File: config.mk
export PLATFORM = sky130hd
export DESIGN_NAME = vga_rect_fill
export DESIGN_NICKNAME = d
export VERILOG_FILES = /design/src/rtl/vga_pkg.sv /design/src/rtl/vga_rect_clip.sv /design/src/rtl/vga_rect_fill.sv
export SDC_FILE = /design/constraint.sdc
export NUM_CORES = 1
export LEC_CHECK = 0
export CAP_MARGIN = 10
export CORE_MARGIN = 5
export CORE_UTILIZATION = 56
export CTS_CLUSTER_DIAMETER = 100
export CTS_CLUSTER_SIZE = 24
export DETAILED_ROUTE_END_ITERATION = 12
export PLACE_DENSITY = 0.8
export SLEW_MARGIN = 5
export SYNTH_ARGS = -nofsm -noshare
export SYNTH_HDL_FRONTEND = slang
export SYNTH_SLANG_ARGS = --single-unit
File: constraint.sdc
create_clock -name clk_i -period 3 [get_ports clk_i]
set_input_delay 0.6 -clock clk_i [delete_from_list [all_inputs] [get_ports clk_i]]
set_output_delay 0.6 -clock clk_i [all_outputs]
set_load 0.05 [all_outputs]
File: src/rtl/vga_pkg.sv
// Shared types and default geometry for the rectangle-fill engine.
package vga_pkg;

  localparam int HD      = 1280;
  localparam int VD      = 1024;
  localparam int COORD_W = 11;

  typedef enum logic [1:0] {
    BLACK = 2'd0,
    WHITE = 2'd1,
    BLUE  = 2'd2,
    GREEN = 2'd3
  } color_t;

  typedef enum logic [1:0] {
    IDLE  = 2'd0,
    SETUP = 2'd1,
    FILL  = 2'd2,
    DONE  = 2'd3
  } state_t;

endpackage

File: src/rtl/vga_rect_clip.sv
// Corner normalisation and screen clipping for one rectangle command.
module vga_rect_clip #(
  parameter int HD      = vga_pkg::HD,
  parameter int VD      = vga_pkg::VD,
  parameter int COORD_W = vga_pkg::COORD_W
) (
  input  logic               clear_i,
  input  logic [COORD_W-1:0] x0_i,
  input  logic [COORD_W-1:0] y0_i,
  input  logic [COORD_W-1:0] x1_i,
  input  logic [COORD_W-1:0] y1_i,
  output logic [COORD_W-1:0] xmin_o,
  output logic [COORD_W-1:0] xmax_o,
  output logic [COORD_W-1:0] ymin_o,
  output logic [COORD_W-1:0] ymax_o,
  output logic               empty_o
);

  localparam logic [COORD_W-1:0] XLAST = COORD_W'(HD - 1);
  localparam logic [COORD_W-1:0] YLAST = COORD_W'(VD - 1);

  logic [COORD_W-1:0] xlo, xhi, ylo, yhi;

  // Order the corners, clip the far edges, flag rectangles that start off-screen.
  always_comb begin
    xlo     = (x0_i < x1_i) ? x0_i : x1_i;
    xhi     = (x0_i < x1_i) ? x1_i : x0_i;
    ylo     = (y0_i < y1_i) ? y0_i : y1_i;
    yhi     = (y0_i < y1_i) ? y1_i : y0_i;
    xmin_o  = xlo;
    ymin_o  = ylo;
    xmax_o  = (int'(xhi) > HD - 1) ? XLAST : xhi;
    ymax_o  = (int'(yhi) > VD - 1) ? YLAST : yhi;
    empty_o = (int'(xlo) >= HD) || (int'(ylo) >= VD);
    if (clear_i) begin
      xmin_o  = '0;
      xmax_o  = XLAST;
      ymin_o  = '0;
      ymax_o  = YLAST;
      empty_o = 1'b0;
    end
  end

endmodule

File: src/rtl/vga_rect_fill.sv
// Rectangle fill engine: accepts a command, then streams raster-ordered pixel writes.
module vga_rect_fill #(
  parameter int HD      = vga_pkg::HD,
  parameter int VD      = vga_pkg::VD,
  parameter int COORD_W = vga_pkg::COORD_W
) (
  input  logic               clk_i,
  input  logic               arst_i,
  input  logic               cmd_valid_i,
  output logic               cmd_ready_o,
  input  logic               cmd_clear_i,
  input  logic [COORD_W-1:0] cmd_x0_i,
  input  logic [COORD_W-1:0] cmd_y0_i,
  input  logic [COORD_W-1:0] cmd_x1_i,
  input  logic [COORD_W-1:0] cmd_y1_i,
  input  logic [1:0]         cmd_color_i,
  output logic               busy_o,
  output logic               done_o,
  output logic               we_o,
  output logic [COORD_W-1:0] addr_x_o,
  output logic [COORD_W-1:0] addr_y_o,
  output logic [1:0]         color_o
);

  import vga_pkg::*;

  state_t             state_q, state_d;
  logic               done_q, done_d;
  logic               we_q, we_d;
  logic [COORD_W-1:0] addr_x_q, addr_x_d, addr_y_q, addr_y_d;
  color_t             color_q, color_d;

  logic               clear_q;
  logic [COORD_W-1:0] x0_q, y0_q, x1_q, y1_q;
  color_t             cmd_color_q;

  logic [COORD_W-1:0] xmin_c, xmax_c, ymin_c, ymax_c;
  logic               empty_c;
  logic [COORD_W-1:0] xmin_q, xmax_q, ymax_q;
  logic [COORD_W-1:0] cx_q, cx_d, cy_q, cy_d;
  logic               accept;

  assign accept = cmd_valid_i && (state_q == IDLE);

  vga_rect_clip #(
    .HD      (HD),
    .VD      (VD),
    .COORD_W (COORD_W)
  ) u_clip (
    .clear_i (clear_q),
    .x0_i    (x0_q),
    .y0_i    (y0_q),
    .x1_i    (x1_q),
    .y1_i    (y1_q),
    .xmin_o  (xmin_c),
    .xmax_o  (xmax_c),
    .ymin_o  (ymin_c),
    .ymax_o  (ymax_c),
    .empty_o (empty_c)
  );

  // Next state, raster counter stepping and registered pixel outputs.
  always_comb begin
    state_d  = state_q;
    done_d   = 1'b0;
    we_d     = 1'b0;
    addr_x_d = addr_x_q;
    addr_y_d = addr_y_q;
    color_d  = color_q;
    cx_d     = cx_q;
    cy_d     = cy_q;
    case (state_q)
      IDLE: begin
        if (cmd_valid_i) state_d = SETUP;
      end
      SETUP: begin
        cx_d    = xmin_c;
        cy_d    = ymin_c;
        state_d = empty_c ? DONE : FILL;
      end
      FILL: begin
        // The write issued on this edge is visible during the next cycle.
        we_d     = 1'b1;
        addr_x_d = cx_q;
        addr_y_d = cy_q;
        color_d  = cmd_color_q;
        if (cx_q == xmax_q) begin
          if (cy_q == ymax_q) begin
            state_d = DONE;
          end else begin
            cx_d = xmin_q;
            cy_d = cy_q + COORD_W'(1);
          end
        end else begin
          cx_d = cx_q + COORD_W'(1);
        end
      end
      DONE: begin
        // First DONE cycle lets the last write drain; the second carries the pulse.
        if (done_q) state_d = IDLE;
        else        done_d  = 1'b1;
      end
      default: state_d = IDLE;
    endcase
  end

  // Control state and outputs, cleared immediately on reset.
  always_ff @(posedge clk_i or posedge arst_i) begin
    if (arst_i) begin
      state_q  <= IDLE;
      done_q   <= 1'b0;
      we_q     <= 1'b0;
      addr_x_q <= '0;
      addr_y_q <= '0;
      color_q  <= BLACK;
    end else begin
      state_q  <= state_d;
      done_q   <= done_d;
      we_q     <= we_d;
      addr_x_q <= addr_x_d;
      addr_y_q <= addr_y_d;
      color_q  <= color_d;
    end
  end

  // Command capture, bound registers and raster counters.
  always_ff @(posedge clk_i) begin
    if (accept) begin
      clear_q     <= cmd_clear_i;
      x0_q        <= cmd_x0_i;
      y0_q        <= cmd_y0_i;
      x1_q        <= cmd_x1_i;
      y1_q        <= cmd_y1_i;
      cmd_color_q <= color_t'(cmd_color_i);
    end
    if (state_q == SETUP) begin
      xmin_q <= xmin_c;
      xmax_q <= xmax_c;
      ymax_q <= ymax_c;
    end
    cx_q <= cx_d;
    cy_q <= cy_d;
  end

  assign cmd_ready_o = (state_q == IDLE);
  assign busy_o      = (state_q != IDLE);
  assign done_o      = done_q;
  assign we_o        = we_q;
  assign addr_x_o    = addr_x_q;
  assign addr_y_o    = addr_y_q;
  assign color_o     = color_q;

endmodule
==> results of run 1 <==
-- routing by layer --
layer  track usage [%]  vias up  share of wire [%]
met5                 0        -                  0
met2              32.3      179                 47
li1                  -     2054                  -
met3              5.54       24                6.8
met4              9.59        0                2.1
met1              30.1     2137                 44
-- per-stage QoR --
| stage | cells | setup WS [ps] | cell area, µm² | total power (µW) |
|---|---|---|---|---|
| 2_1_floorplan | 514 | 293 | 6300 | 5560 |
| 3_3_place_gp | 718 | 523 | 7250 | 6460 |
| 3_5_place_dp | 718 | 458 | 7250 | 6590 |
| 4_1_cts | 750 | 280 | 7850 | 8650 |
| 5_1_grt | 751 | 156 | 7880 | 9090 |
| 6_report | 751 | 283 | 7880 | 8630 |
-- flip-flops by register name, indices dropped and copies added, names as in the netlist --
register     cells
addr_x_o        11
addr_y_o        11
clear_q          1
cmd_color_q      2
color_o          2
cx_q            11
cy_q            11
done_o           1
state_q          2
we_o             1
x0_q            11
x1_q            11
xmax_q          11
xmin_q          11
y0_q            11
y1_q            11
ymax_q          11
-- cell usage after synthesis, drive strengths merged --
library cell  number
o21ai              7
o21bai            11
nand4              6
nor3              34
a31o               1
and2               4
buf               10
a211o              1
mux2              25
mux2i             13
xnor2             33
o41ai              1
or2                3
xor2               7
nor2b              4
a31oi              1
nand3             13
nor4               3
nor2              37
a221oi             1
a211oi             1
clkbuf            14
a21o               5
edfxtp           102
and3               5
nand2b             5
dfrtp             28
a21oi             50
inv               25
a2bb2oi            1
o22ai             20
or3b               2
nand2             14
ha                26
conb               1
-- power by group --
| part | internal [µW] | switching (µW) |
|---|---|---|
| Clock | 1290 | 721 |
| Combinational | 1330 | 1980 |
| Sequential | 2780 | 524 |
-- cell families (layout without fill, tap and decap cells) --
group / Yosys count / count (layout)
flip-flops: 130 / 130
adder cells (fa/ha/maj): 26 / 26
multiplexers: 38 / 38
other: 1 / 1
XOR/XNOR: 40 / 40
buffers and inverters: 49 / 146
AO/OA/AOI/OAI: 100 / 100
AND/OR/NAND/NOR: 130 / 130
-- critical path, stage by stage (launching register included) --
cell and delay [ps]:
dfrtp_1 410, inv_1 100, ha_1 260, inv_1 120, clkdlybuf4s50_1 810
-- placed cells by master, fill, tap and decap left out, types with 2 or more instances in the layout --
cell type        Yosys  routed
xnor2_1             33      33
and2_1               4       3
o22ai_1             20      20
ha_1                26      26
nor2_1              37      37
clkinv_2             0       2
nor4_1               3       3
mux2i_1             13      13
nand2_1             14      14
nor2b_1              4       4
a21o_1               5       5
clkbuf_1            14       2
clkbuf_8             0       4
o21bai_1            11      11
edfxtp_1           102     102
buf_4                1       9
nor3_1              33      33
and3_1               5       5
xor2_1               7       7
mux2_2              24      24
nand4_1              6       6
dfrtp_1             28      28
or3b_1               2       2
or2_1                2       2
clkbuf_16            0      20
o21ai_1              5       5
a21oi_1             49      49
nand3_1             13      13
inv_4                0       2
clkdlybuf4s50_1      0      77
buf_12               0       2
inv_1               25      25
nand2b_1             5       5
-- area by class of cell --
cell class              instances  area, µm²
clock buffers                  26        563
inverters                      25       93.8
repair buffers                 89        906
multi-input cells             335       2340
flip-flops and latches        130       3760
well taps                     140        175
clock inverters                 6       35.0
fillers                       762       3060
-- worst max-delay path by stage --
stage	to	slack, ps
2_1_floorplan	state_q[0]	290
3_3_place_gp	cy_q[0]	520
3_5_place_dp	cx_q[2]	460
4_1_cts	busy_o	280
5_1_grt	busy_o	160
6_report	busy_o	280
==> impl_metrics.yaml, run 1 <==
status:
  status: "complete, no violations"
worst_setup_path:
  arrival_ps: 2120
  cp-startpoint: "state_q[0]"
  crit_required_ps: 2400
  critPathCaptureType: "output pin"
  crit_fanout: 4
  path_class: "reg2out"
  reg2regPathDepth: 9
  r2r-end: "cx_q[2]"
  r2r-start: "x1_q[4]"
  r2r_slack_ps: 350
  worst_setup_path_start_kind: "flop"
logic_synthesis:
  yosys_warnings: 0
  synth_compound_area_share_pct: 9.67
  syn_avg_cell_area_um2: 12.3
  yosysTopAreaCellShare_pct: 48.6
  yosys-top-cells-area: "edfxtp_1 49%, dfrtp_1 11%, ha_1 5.2%"
  syn_area_mm2: 0.00630
  ys_types: 44
  synthSimpleGateAreaFrac_pct: 10.1
  synth_xor_area_share_pct: 5.56
  ys_ff_latch: 130
  netlist_instances: 514
  muxShareOfSynthArea_pct: 6.53
  synth_top_cell_by_area: "edfxtp_1"
  synth_top_family_by_area: "simple AND/OR/NAND/NOR gates"
  synthAdderAreaFrac_pct: 5.16
  syn_nets: 590
  yosysSeqAreaShare_pct: 59.7
drt:
  avgRoutedWirePerCell_um: 17.8
  vias: 4394
  drtIter0Drc: 285
  drt.antenna.violating_nets: 0
  first_pass_iters: 4
  wirelength_um: 13400
  drc: 0
  vias_per_cell: 5.85
cts:
  postCtsSetupBuffers: 0
  htreeDepth: 4
  clkLatencyLatePin_ps: 420
  cts_tree: "yes"
  cts_made_buffers: 17
  cts_resized: 0
  clockRootBuffer: "clkbuf_16"
  clockBufferDepth: 2
  hold_buffers: 0
  cts_sinks: 130
  clk_pin_slew_ps: 60
hold_path:
  hold_class: "in2async"
final_layout:
  finalNetCount: 674
  layout-drive-gt1-share_pct: 11.6
  diodes: 0
  area_growth_pct: 25.0
  finish.utilization_pct: 72.0
sta:
  tns_ps: 0
  finalSetupViolCount: 0
  whs_ps: 438
  period_share_pct: 90.6
  skew_ps: 12.1
  fin_crit_ps: 2720
  tightest_slew_ps: 722
  rsz0062_at_grt: "false"
  fmax_mhz: 368
  hold_viol: 0
  relSlewSlack_pct: 51.9
  final_max_slew_viol_count: 0
die:
  die_x_um: 116
  pin_count: 78
  start_util_pct: 57.6
  die_h_um: 116
  core_mm2: 0.0109
  fp-row-count: 38
  die-area_mm2: 0.0135
place:
  dp_hpwl_um: 9200
  gp_congestion: 0.918
  io_buffers: 77
run:
  maxCapViolCount: 0
global_routing:
  antenna_found_initial: 0
  grt_pass1_vias: 4435
  grt_start_max_net_pins: 35
  grt_pass1_wl_um: 22300
  gr-total-overflow: 0
  grt_usage_pct: 21.6
power:
  leakage_uw: 0.00298
  power.density_mw_per_mm2: 1100
  ir_drop_mv: 0.625
Power figures use the tool's default switching activity.
==> inputs of run 2 (changes only) <==
- SKIP_CTS_REPAIR_TIMING: not set -> 1
- clock period: 3 -> 2.57 ns (I/O delays scaled with it)
==> impl_metrics.yaml, run 2 (synthesized netlist as in run 1, its figures left out) <==
power:
  power_frac_seq_pct: 37.5
  intPower_uw: 6500
  clkPwrFrac_pct: 24.7
  leakage_uw: 0.00299
  ir_drop_mv: 0.833
  switching_share_pct: 36.7
  power.density_mw_per_mm2: 1300
  power_switching_uw: 3760
  pwr-share-comb_pct: 37.8
worst_setup_path:
  r2r_slack_ps: 160
  cp-endpoint: "cx_q[0]"
  cp_top_family: "compound AO/OA/AOI/OAI gates"
  crit_slowest_cell: "edfxtp_1"
  cp-startpoint: "x0_q[7]"
  arrival_ps: 2550
  path_depth: 8
  reg2regPathDepth: 8
  critPathCaptureType: "flop"
  r2r-end: "cx_q[0]"
  cp_slowest_stage_delay_ps: 430
  worst-path-buf-inv: 1
  r2r-start: "x0_q[7]"
  crit_required_ps: 2710
  path_class: "reg2reg"
  worst_setup_path_start_kind: "flop"
  crit_fanout: 33
  path_cells: "ha_1 -> and3_1 -> a221oi_2 -> o21ai_2 -> a21oi_4 -> buf_12 -> mux2i_1 -> o22ai_1"
final_layout:
  final_cell_mix: "102 x edfxtp_1, 75 x clkdlybuf4s50_1, 49 x a21oi_1, 37 x nor2_1"
  area_growth_pct: 25.2
  finalNetCount: 675
  stdcell_area_mm2: 0.00789
  diodes: 0
  final_common_cell: "edfxtp_1"
  fin_cells: 752
  layout-drive-gt1-share_pct: 11.4
  nFillCells: 765
drt:
  drtIter0Drc: 489
  vias: 4417
  avgRoutedWirePerCell_um: 17.9
  drc: 0
  drt.antenna.violating_nets: 0
  wirelength_um: 13400
  first_pass_iters: 6
  vias_per_cell: 5.87
run:
  maxCapViolCount: 0
cts:
  cts_made_buffers: 17
  cts_sinks: 130
  clockBufferDepth: 2
  clockRootBuffer: "clkbuf_16"
  htreeDepth: 4
  clkLatencyLatePin_ps: 410
  clk_pin_slew_ps: 50
  cts_tree: "yes"
die:
  pin_count: 78
  die-area_mm2: 0.0135
  fp-row-count: 38
  die_h_um: 116
  start_util_pct: 57.6
  core_mm2: 0.0109
  die_x_um: 116
place:
  gp_congestion: 0.897
  placed_cells: 720
  dp_hpwl_um: 9470
  placed_cell_area_mm2: 0.00726
  io_buffers: 77
sta:
  skew_ps: 6.29
  period_share_pct: 93.9
  tns_ps: 0
  fin_crit_ps: 2410
  final_max_slew_viol_count: 0
  relSlewSlack_pct: 61.0
  rsz0062_at_grt: "false"
  tightest_slew_ps: 585
  whs_ps: 464
  hold_viol: 0
  fmax_mhz: 414
  finalSetupViolCount: 0
status:
  status: "complete, no violations"
global_routing:
  grt_pass1_wl_um: 21800
  antenna_found_initial: 0
  grt_start_max_net_pins: 49
  gr-total-overflow: 0
  grt_pass1_vias: 4379
  grt_usage_pct: 21.2
hold_path:
  hold_class: "in2async"
-- run 2: cell types whose count changed in the layout (fill, tap and decap cells not counted), sizes merged --
cell / change
clkinv: +2
inv: -2
buf: +2
dlymetal6s2s: +1
bufinv: +5
clkbuf: -7
clkinvlp: +2
clkdlybuf4s50: -2
-- run 2: power groups by stage --
stage	Combinational, µW	Clock (µW)	Sequential, µW
after detailed placement	3850	0	3870
after floorplan	2120	0	4370
final	3880	2530	3840
after global routing	4180	2670	3930
after global placement	3730	0	3830
after CTS	3890	2560	3840
-- run 2: routing by layer --
metal	routed length, µm	up-vias	track usage [%]
li1	-	2055	-
met1	6010	2114	30.5
met2	6020	225	31.6
met3	1190	23	4.54
met4	219	0	8.43
met5	0	-	0
-- run 2: stage by stage --
| step | setup WS (ps) | utilization [%] | total power [µW] |
|---|---|---|---|
| 3_3_place_gp | 318 | 66.4 | 7560 |
| 6_report | 156 | 72.1 | 10300 |
| 5_1_grt | 26.9 | 72.1 | 10800 |
| 3_5_place_dp | 190 | 66.4 | 7720 |
| 2_1_floorplan | 285 | - | 6490 |
| 4_1_cts | 55.0 | 72.1 | 10300 |
-- run 2: final cells by class --
| cell class | instances | area, µm² | area share [%] |
|---|---|---|---|
| Clock inverter | 13 | 190 | 2.41 |
| Timing Repair Buffer | 90 | 893 | 11.3 |
| Inverter | 25 | 93.8 | 1.19 |
| Clock buffer | 19 | 433 | 5.49 |
| Sequential cell | 130 | 3760 | 47.7 |
| Multi-Input combinational cell | 335 | 2340 | 29.6 |
| Tap cell | 140 | 175 | 2.22 |
-- run 2: worst register-to-register path, cell delays in order (launching register included) --
cell and delay [ps]:
edfxtp_1 430, ha_1 330, and3_1 220, a221oi_2 240
o21ai_2 130, a21oi_4 160, buf_12 210, mux2i_1 300
o22ai_1 130
-- run 2: worst min path at each step --
stage | startpoint | slack [ps] | to | depth (start not counted)
after global placement | done_o | 460 | done_o | 1
after CTS | arst_i | 480 | addr_y_o[6] | 3
after global routing | arst_i | 510 | addr_y_o[6] | 3
after floorplan | cmd_color_q[0] | 450 | color_o[0] | 1
final | arst_i | 460 | addr_y_o[6] | 3
after detailed placement | done_o | 470 | done_o | 1
==> inputs of run 3 (changes only) <==
- ABC_CLOCK_PERIOD_IN_PS: not set -> 2570
- TNS_END_PERCENT: not set -> 100
==> results of run 3 <==
Final layout, timing and power as in run 2 (identical DEF).
